## config.mk

```make
export PLATFORM = sky130hd
export DESIGN_NAME = fft_frame_streamer
export DESIGN_NICKNAME = d
export VERILOG_FILES = /design/src/rtl/fft_pkg.sv /design/src/rtl/frame_sample_ram.sv /design/src/rtl/fft_frame_streamer.sv
export SDC_FILE = /design/constraint.sdc
export NUM_CORES = 2
export LEC_CHECK = 0
export CORE_ASPECT_RATIO = 0.9
export CORE_MARGIN = 2
export CORE_UTILIZATION = 33
export CTS_CLUSTER_DIAMETER = 60
export CTS_CLUSTER_SIZE = 10
export DETAILED_ROUTE_END_ITERATION = 8
export GPL_ROUTABILITY_DRIVEN = 0
export PLACE_DENSITY = 0.55
export SLEW_MARGIN = 30
export SYNTH_ARGS = -nofsm -noshare
export SYNTH_HDL_FRONTEND = slang
export SYNTH_SLANG_ARGS = --single-unit
```

## constraint.sdc

```tcl
create_clock -name sclk -period 8.82 [get_ports sclk]
set_clock_uncertainty 0.15 [all_clocks]
set_input_delay 0.882 -clock sclk [delete_from_list [all_inputs] [get_ports sclk]]
set_output_delay 0.882 -clock sclk [all_outputs]
set_load 0.01 [all_outputs]
```

## src/rtl/fft_pkg.sv

```systemverilog
// rtl/fft_pkg.sv - shared types and helpers for the FFT framing front-end
package fft_pkg;

    typedef enum logic [1:0] {
        ST_FILL   = 2'd0,
        ST_EMIT   = 2'd1,
        ST_REFILL = 2'd2,
        ST_PAD    = 2'd3
    } fft_state_t;

    localparam int CPLX_MAX_W = 32;

    function automatic int clog2(input int n);
        int r;
        r = 0;
        while ((1 << r) < n) r++;
        return r;
    endfunction

    // Places im above re, each w bits wide; callers truncate to 2*w.
    function automatic logic [2*CPLX_MAX_W-1:0] cplx_pack(
        input logic [CPLX_MAX_W-1:0] im_v,
        input logic [CPLX_MAX_W-1:0] re_v,
        input int unsigned           w
    );
        logic [2*CPLX_MAX_W-1:0] mask;
        mask = {(2*CPLX_MAX_W){1'b1}} >> (2*CPLX_MAX_W - w);
        return ((((2*CPLX_MAX_W)'(im_v)) & mask) << w) | (((2*CPLX_MAX_W)'(re_v)) & mask);
    endfunction

endpackage

```

## src/rtl/frame_sample_ram.sv

```systemverilog
// rtl/frame_sample_ram.sv - simple dual-port sample store, registered read, no content reset
module frame_sample_ram #(
    parameter int DATA_W = 16,
    parameter int DEPTH  = 256,
    parameter int ADDR_W = 8
) (
    input  logic              clk,
    input  logic              we,
    input  logic [ADDR_W-1:0] waddr,
    input  logic [DATA_W-1:0] wdata,
    input  logic              re,
    input  logic [ADDR_W-1:0] raddr,
    output logic [DATA_W-1:0] rdata
);

    logic [DATA_W-1:0] mem [DEPTH];
    logic [DATA_W-1:0] rdata_q;

    always_ff @(posedge clk) begin
        if (we) mem[waddr] <= wdata;
        if (re) rdata_q <= mem[raddr];
    end

    assign rdata = rdata_q;

endmodule

```

## src/rtl/fft_frame_streamer.sv

```systemverilog
// rtl/fft_frame_streamer.sv - overlapping frame generator feeding the FFT slave port
module fft_frame_streamer
    import fft_pkg::*;
#(
    parameter int DATA_W    = 16,
    parameter int FRAME_LEN = 256,
    parameter int HOP       = 128,
    parameter int CNT_W     = 16
) (
    input  logic                sclk,
    input  logic                rst_n,
    input  logic [DATA_W-1:0]   s_data,
    input  logic                s_valid,
    input  logic                s_last,
    output logic                s_ready,
    output logic [2*DATA_W-1:0] m_data,
    output logic                m_valid,
    input  logic                m_ready,
    output logic                m_last,
    output logic [CNT_W-1:0]    frame_count,
    output logic                busy
);

    localparam int AW = clog2(FRAME_LEN);
    localparam int CW = AW + 1;
    localparam logic [CW-1:0] FRAME_CNT = CW'(FRAME_LEN);
    localparam logic [CW-1:0] HOP_CNT   = CW'(HOP);

    fft_state_t          state_q, state_d;
    logic [AW-1:0]       wptr_q, wptr_d, rptr_q, rptr_d;
    logic [CW-1:0]       need_q, need_d, rd_left_q, rd_left_d;
    logic                flush_q, flush_d;
    logic                rd_vld_q, rd_vld_d, rd_last_q, rd_last_d;
    logic                skid_vld_q, skid_vld_d, skid_last_q, skid_last_d;
    logic [DATA_W-1:0]   skid_data_q, skid_data_d;
    logic                m_valid_q, m_valid_d, m_last_q, m_last_d;
    logic [2*DATA_W-1:0] m_data_q, m_data_d;
    logic                s_ready_q, s_ready_d, busy_q, busy_d;
    logic [CNT_W-1:0]    fcnt_q, fcnt_d;

    logic                ram_we, ram_re;
    logic [DATA_W-1:0]   ram_wdata, ram_rdata;
    logic                s_xfer, m_xfer, frame_done;
    logic [1:0]          occ;

    frame_sample_ram #(.DATA_W(DATA_W), .DEPTH(FRAME_LEN), .ADDR_W(AW)) u_ram (
        .clk   (sclk),
        .we    (ram_we),
        .waddr (wptr_q),
        .wdata (ram_wdata),
        .re    (ram_re),
        .raddr (rptr_q),
        .rdata (ram_rdata)
    );

    always_comb begin
        state_d     = state_q;
        wptr_d      = wptr_q;
        rptr_d      = rptr_q;
        need_d      = need_q;
        rd_left_d   = rd_left_q;
        flush_d     = flush_q;
        skid_vld_d  = skid_vld_q;
        skid_last_d = skid_last_q;
        skid_data_d = skid_data_q;
        m_valid_d   = m_valid_q;
        m_last_d    = m_last_q;
        m_data_d    = m_data_q;
        fcnt_d      = fcnt_q;
        ram_we      = 1'b0;
        ram_re      = 1'b0;
        ram_wdata   = s_data;
        frame_done  = 1'b0;
        s_xfer      = s_valid && s_ready_q;
        m_xfer      = m_valid_q && m_ready;
        occ         = 2'(m_valid_q) + 2'(skid_vld_q) + 2'(rd_vld_q);

        case (state_q)
            ST_FILL, ST_REFILL: begin
                if (s_xfer) begin
                    ram_we = 1'b1;
                    wptr_d = wptr_q + 1'b1;
                    need_d = need_q - 1'b1;
                    if (need_q == CW'(1)) begin
                        frame_done = 1'b1;
                        flush_d    = s_last;
                    end else if (s_last) begin
                        state_d = ST_PAD;
                        flush_d = 1'b1;
                    end
                end
            end
            ST_PAD: begin
                ram_we    = 1'b1;
                ram_wdata = '0;
                wptr_d    = wptr_q + 1'b1;
                need_d    = need_q - 1'b1;
                if (need_q == CW'(1)) frame_done = 1'b1;
            end
            ST_EMIT: begin
                // Only issue a read if out + skid can absorb it once it lands.
                ram_re = (rd_left_q != '0) && ((occ < 2'd2) || (occ == 2'd2 && m_xfer));
                if (ram_re) begin
                    rptr_d    = rptr_q + 1'b1;
                    rd_left_d = rd_left_q - 1'b1;
                end
                if (m_xfer && m_last_q) begin
                    fcnt_d = fcnt_q + 1'b1;
                    if (flush_q) begin
                        flush_d = 1'b0;
                        need_d  = FRAME_CNT;
                        wptr_d  = '0;
                        state_d = ST_FILL;
                    end else begin
                        need_d  = HOP_CNT;
                        state_d = ST_REFILL;
                    end
                end
            end
            default: state_d = ST_FILL;
        endcase

        if (frame_done) begin
            state_d   = ST_EMIT;
            rptr_d    = wptr_d;
            rd_left_d = FRAME_CNT;
        end

        rd_vld_d  = ram_re;
        rd_last_d = ram_re && (rd_left_q == CW'(1));

        // Skid holds the older word, so it drains into the output first.
        if (!m_valid_q || m_xfer) begin
            if (skid_vld_q) begin
                m_valid_d   = 1'b1;
                m_data_d    = (2*DATA_W)'(cplx_pack('0, CPLX_MAX_W'(skid_data_q), DATA_W));
                m_last_d    = skid_last_q;
                skid_vld_d  = rd_vld_q;
                skid_data_d = ram_rdata;
                skid_last_d = rd_last_q;
            end else if (rd_vld_q) begin
                m_valid_d = 1'b1;
                m_data_d  = (2*DATA_W)'(cplx_pack('0, CPLX_MAX_W'(ram_rdata), DATA_W));
                m_last_d  = rd_last_q;
            end else begin
                m_valid_d = 1'b0;
                m_last_d  = 1'b0;
            end
        end else if (rd_vld_q) begin
            skid_vld_d  = 1'b1;
            skid_data_d = ram_rdata;
            skid_last_d = rd_last_q;
        end

        s_ready_d = (state_d == ST_FILL) || (state_d == ST_REFILL);
        busy_d    = !((state_d == ST_FILL) && (need_d == FRAME_CNT));
    end

    always_ff @(posedge sclk or negedge rst_n) begin
        if (!rst_n) begin
            state_q     <= ST_FILL;
            wptr_q      <= '0;
            rptr_q      <= '0;
            need_q      <= FRAME_CNT;
            rd_left_q   <= '0;
            flush_q     <= 1'b0;
            rd_vld_q    <= 1'b0;
            rd_last_q   <= 1'b0;
            skid_vld_q  <= 1'b0;
            skid_last_q <= 1'b0;
            skid_data_q <= '0;
            m_valid_q   <= 1'b0;
            m_last_q    <= 1'b0;
            m_data_q    <= '0;
            s_ready_q   <= 1'b0;
            busy_q      <= 1'b0;
            fcnt_q      <= '0;
        end else begin
            state_q     <= state_d;
            wptr_q      <= wptr_d;
            rptr_q      <= rptr_d;
            need_q      <= need_d;
            rd_left_q   <= rd_left_d;
            flush_q     <= flush_d;
            rd_vld_q    <= rd_vld_d;
            rd_last_q   <= rd_last_d;
            skid_vld_q  <= skid_vld_d;
            skid_last_q <= skid_last_d;
            skid_data_q <= skid_data_d;
            m_valid_q   <= m_valid_d;
            m_last_q    <= m_last_d;
            m_data_q    <= m_data_d;
            s_ready_q   <= s_ready_d;
            busy_q      <= busy_d;
            fcnt_q      <= fcnt_d;
        end
    end

    assign s_ready     = s_ready_q;
    assign m_valid     = m_valid_q;
    assign m_last      = m_last_q;
    assign m_data      = m_data_q;
    assign frame_count = fcnt_q;
    assign busy        = busy_q;

endmodule

```

Word level (Yosys, flattened, before mapping)

Memories as Yosys holds them, arrays and structs flattened. A register that Yosys moved wholly into a read port is not among the register bits.
Cells that the tools add are included.
W data, S select, Z words.

Flip-flop bits (word level): 109
Logic and storage cells: 114
Input port bits: 21
Bits in writable memories: 4096
Output and inout bits: 52
Memories: 1

Memory list:

| name      | words | width | read ports | clocked after Yosys merged registers in | write ports | RTL line               | text |
|---|---|---|---|---|---|---|---|
| u_ram.mem | 256   | 16    | 1          | 1                                       | 1           | frame_sample_ram.sv:16 | `logic [DATA_W-1:0] mem [DEPTH];` |

Order comparisons: 1
Mux-type cells: 50
Eq/ne operators: 12
Reductions and logical operators: 26
Add/subtract/negate cells: 7

Operators by type and width:

| kind                    | count |
|---|---|
| $mux W16                | 4 |
| $mux W32                | 2 |
| $mux W9                 | 6 |
| $mux W8                 | 6 |
| $pmux W9 S3             | 1 |
| $pmux W8 S3             | 1 |
| $mux W1                 | 20 |
| $eq A9 B1 Y1 const B    | 2 |
| $sub A9 B1 Y9 const B   | 2 |
| $add A16 B1 Y16 const B | 1 |
| $add A8 B1 Y8 const B   | 2 |
| $mux W2                 | 6 |
| $reduce_bool A2 Y1      | 5 |
| $eq A9 B9 Y1 const B    | 1 |
| $reduce_bool A9 Y1      | 1 |
| $eq A2 B2 Y1 const B    | 4 |
| $reduce_and A2 Y1       | 4 |
| $logic_and A1 B1 Y1     | 7 |
| $ne A2 B2 Y1 const B    | 3 |
| $pmux W1 S2             | 3 |
| $logic_not A2 Y1        | 2 |
| $pmux W2 S2             | 1 |
| $reduce_and A4 Y1       | 1 |
| $logic_or A1 B1 Y1      | 3 |
| other kinds (7)         | 8 |

Depth between registers and ports, before layout

Word-level depth: 9
Gate-level depth with buffers: 14
Gate-level depth less buffers: 8

Cells and area by module

A second synthesis with hierarchy kept.

Cells, all modules: 7812
Area, all modules: 163645.7 µm²

By module, submodules not included:

| module             | cells an instance | area each (µm²) | times used | seq. area each (µm²) |
|---|---|---|---|---|
| frame_sample_ram   | 7360              | 158874.9        | 1          | 123478.4 |
| fft_frame_streamer | 452               | 4770.8          | 1          | 2328.5 |

Worst setup path before layout

No wires, ideal clock.

Path kind: register to register
Start point: register state_q[0]
End point: memory u_ram.mem[0][10], data pin
Setup slack: 3.550 ns
Cell stages (with the launch flop): 5
Data required time: 7.800 ns
Arrival time: 4.250 ns
Library setup time: 0.870 ns
Clock period less this slack: 5.270 ns
Cell sequence: dfrtp_1 -> clkbuf_1 -> nand2_1 -> clkbuf_1 -> and2_1

Cells in the longest elaborated chain, start to end: 2

Ends and longest elaborated chain:

| what                     | RTL line                  | text |
|---|---|---|
| start: declaration       | fft_frame_streamer.sv:29  | `fft_state_t state_q, state_d;` |
| start signal: assignment | fft_frame_streamer.sv:179 | `state_q <= state_d;` |
| $eq A2 B2 Y1             | fft_frame_streamer.sv:78  | `case (state_q)` |
| $mux W16                 | fft_frame_streamer.sv:78  |  |
| net ram_wdata[10]        | fft_frame_streamer.sv:42  | `logic [DATA_W-1:0] ram_wdata, ram_rdata;` |
| end: declaration         | frame_sample_ram.sv:16    |  |

The timed path passes the listed nets, and every way through them passes these cells.

==> results_dict.tcl <==
set metrics [dict create \
    arrival_ps 6140 \
    synthCells 7589 \
    start_kind "flop" \
    synth_top_area_share 0.7552 \
    ant_nets 0 \
    critical_path_required_ps 9400 \
    gr-usage-all-layers 0.1915 \
    dpl.hpwl_um 289700 \
    status "completed" \
    synth_fa_ha_area_frac 0.0009489 \
    multi_input_area_sq_um 35960 \
    clk_path_buf_depth 4 \
    synth_simple_gate_area_share 0.02002 \
    slowest_stage "dfrtp_4" \
    core_area_sq_um 494100 \
    viasPerCell 5.656 \
    synth_top_area_cell "edfxtp_1" \
    holdWs_ps 165.5 \
    synth_top_family_by_area "multiplexers" \
    nets 8133 \
    clock-root-buffer "clkbuf_16" \
    cts.sinks 4205 \
    die_w_um 746.0 \
    fill_cells 44141 \
    port_buffers 56 \
    endpoint_kind "flop" \
    power.clock.fraction 0.293 \
    clk_latency_ps 1020 \
    firstDrtPassIters 7 \
    syn-cell-area_sq_um 163500 \
    critPathMaxStageDelay_ps 880 \
    finalHoldViolCount 0 \
    hp-class "input pin to async pin" \
    area_delta_synth_final_pct 14.34 \
    initial_core_util 0.3309 \
    synth_xor_area_frac 0.001500 \
    power_density_nw_per_um2 309.7 \
    post_cts_buffers 0 \
    synth-warning-count 0 \
    cts_tree "done" \
    synth-main-ff-cell "edfxtp_1" \
    grt_pass1_vias 81851 \
    final_max_slew_viol_count 0 \
    cts_resized 0 \
    grt_pass1_wl_um 678700 \
    synth-edff-count 4112 \
    leakagePower_nw 58.14 \
    p_seq_frac 0.397 \
    swShare 0.3351 \
    synth_seq_cells 4205 \
    dieArea_sq_um 501100 \
    synthArstFlopShare 0.02212 \
    relSlewSlack 0.2688 \
    rsz0062_at_grt "false" \
    cts.clk_slew.worst_paths_ps 60 \
    fmax_mhz 179.7 \
    period_share 0.6308 \
    critical_path_class "flop to flop" \
    numCtsBuffers 463 \
    cts_max_level 5 \
    synth_compound_area_frac 0.02992 \
    grt-ovfl-total 0 \
    fin_tns_setup_ps 0 \
    synth_area_leaders "edfxtp_1 (76%), mux4_2 (13%), mux2i_1 (2.6%)" \
    post-route-util 0.3783 \
    setup_viol 0 \
    syn_area_per_cell_sq_um 21.55 \
    p_comb_frac 0.311 \
    cp_cell_sequence "buf_12 -> nor2b_4 -> buf_4 -> a221oi_1 -> a211oi_1 -> nor3b_1 -> o31ai_1 -> o32ai_1" \
    fp.dieH_um 671.8 \
    worst_pin_slew_ps 1097 \
    ff_latch_area_sq_um 125800 \
    ys_types 85 \
    switching_power_mw 19.40 \
    seq_area_frac_synth 0.7694 \
    path_max_fanout 48 \
    layout-drive-gt1-share 0.2722 \
    wl_per_cell_um 33.57 \
    num_vias 83366 \
    synth_mux_area_frac 0.1598 \
    peakVddDrop_mv 0.2793 \
    grt_start_max_net_pins 197 \
    power.internal_mw 38.49 \
    first_iter_violations 11698 \
    drc 0 \
    wirelength_um 494800 \
    period_needed_ps 5564 \
    maxCapViolations 0 \
    antenna_found_initial 33 \
    rows 245 \
    io_pins 73 \
]
-- synthesized netlist by cell type (8+ instances only) --
cell type	number
a2111oi_0	10
a311oi_1	13
o22ai_1	34
nand2b_1	15
ha_1	10
buf_4	60
nand2_1	147
clkbuf_1	154
o211ai_1	19
mux2i_1	429
nand3_1	56
or3_1	13
edfxtp_1	4112
buf_2	125
buf_8	26
dfrtp_1	92
mux4_2	938
and3_1	10
o31ai_1	16
a21oi_1	156
o32ai_1	12
a211oi_1	35
a221o_1	8
o21ai_0	113
a31oi_1	22
and2_1	48
a221oi_1	98
xnor2_1	22
nor2_1	365
inv_1	18
a22oi_1	52
mux2_2	61
nor3_1	21
nor2b_1	20
o221ai_1	54
buf_1	22
buf_6	62
-- metrics by stage --
step                      cells  worst slack, ps  power, mW  instance area, sq um
after global routing      14736             3235      59.48                186900
after global placement    14159             2527      41.00                173600
final                     14740             3256      57.89                187000
after detailed placement  14170             3181      41.22                174100
after floorplan            7604             3550      33.95                163600
after CTS                 14725             3159      58.05                186600
-- power groups by stage --
stage / Combinational (mW) / Clock (mW) / Sequential, mW
after floorplan: 10.9 / 0 / 23.1
after global placement: 17.6 / 0 / 23.4
after detailed placement: 17.8 / 0 / 23.4
after CTS: 17.9 / 17.2 / 23.0
after global routing: 18.6 / 17.9 / 23.0
final: 18.0 / 16.9 / 23.0
-- flip-flops by register name (all words and copies together) (netlist names) --
register / flops
flush_q: 1
u_ram.rdata: 16
need_q: 9
m_valid: 1
skid_last_q: 1
s_ready: 1
busy: 1
rptr_q: 8
m_last: 1
wptr_q: 8
u_ram.mem: 4096
rd_last_q: 1
state_q: 2
m_data: 16
rd_left_q: 9
skid_vld_q: 1
rd_vld_q: 1
skid_data_q: 16
frame_count: 16
-- worst max-delay path: cells and delay by family (launching register included) --
kind | cells | cell delay, ps
AOI/OAI and AO/OA | 4 | 1940
and+or+nand+nor | 2 | 1120
DFF | 1 | 880
buffers and inverters | 2 | 1060
-- metal layers --
metal  up-vias  global-route usage  routed length, um  part of all wire
met4        16             0.05890              16740             0.034
met3       806             0.04417              48750             0.099
li1      32644                   -                  -                 -
met5         -                   0                131           0.00026
met1     45571              0.2741             206400              0.42
met2      4329              0.2914             222800              0.45
-- final timing paths --
kind	cells past startpoint	start	end	slack [ps]
worst min register to register	1	frame_count[15]	frame_count[15]	320
max in group asynchronous	3	rst_n	rptr_q[1]	7210
worst min-delay path	2	rst_n	frame_count[7]	170
worst max register to register	8	rptr_q[1]	u_ram.rdata[15]	3260
worst max-delay path	8	rptr_q[1]	u_ram.rdata[15]	3260
min in group sclk	1	frame_count[15]	frame_count[15]	320
-- cell type report --
| cell class | instances | share of cell area |
|---|---|---|
| Timing Repair Buffer | 486 | 0.02333 |
| Inverter | 20 | 0.0004952 |
| Clock inverter | 39 | 0.003554 |
| Tap cell | 6545 | 0.04380 |
| Sequential cell | 4205 | 0.6731 |
| Multi-Input combinational cell | 2925 | 0.1923 |
| Antenna cell | 5 | 0.00006692 |
| Clock buffer | 515 | 0.06336 |
-- cells by family after synthesis --
group                      Yosys count
and+or+nand+nor                    736
adders and majority gates           12
muxes                             1429
xor gates and xnor gates            28
other                                1
AOI/OAI and AO/OA                  704
DFF                               4205
buffers and inverters              474
-- cell usage in the layout (no fill, tap or decap), types with 52 or more instances in the layout --
master and n:
a21oi_1 154, a221oi_1 95, a22oi_1 52, buf_4 375
clkbuf_16 466, clkdlybuf4s50_1 55, dfrtp_1 84, edfxtp_1 4112
mux2_2 61, mux2i_1 429, mux4_2 938, nand2_1 135
nor2_1 178, nor2_2 130, nor2_4 58, o21ai_0 102
o221ai_1 54
-- repair_timing --
| item | CTS | global route |
|---|---|---|
| hold endpoints to repair | 25 | 0 |
| hold buffers | 1 | 0 |
| setup endpoints to repair | 0 | 0 |
Note: power is estimated with default switching activity, not from simulation.
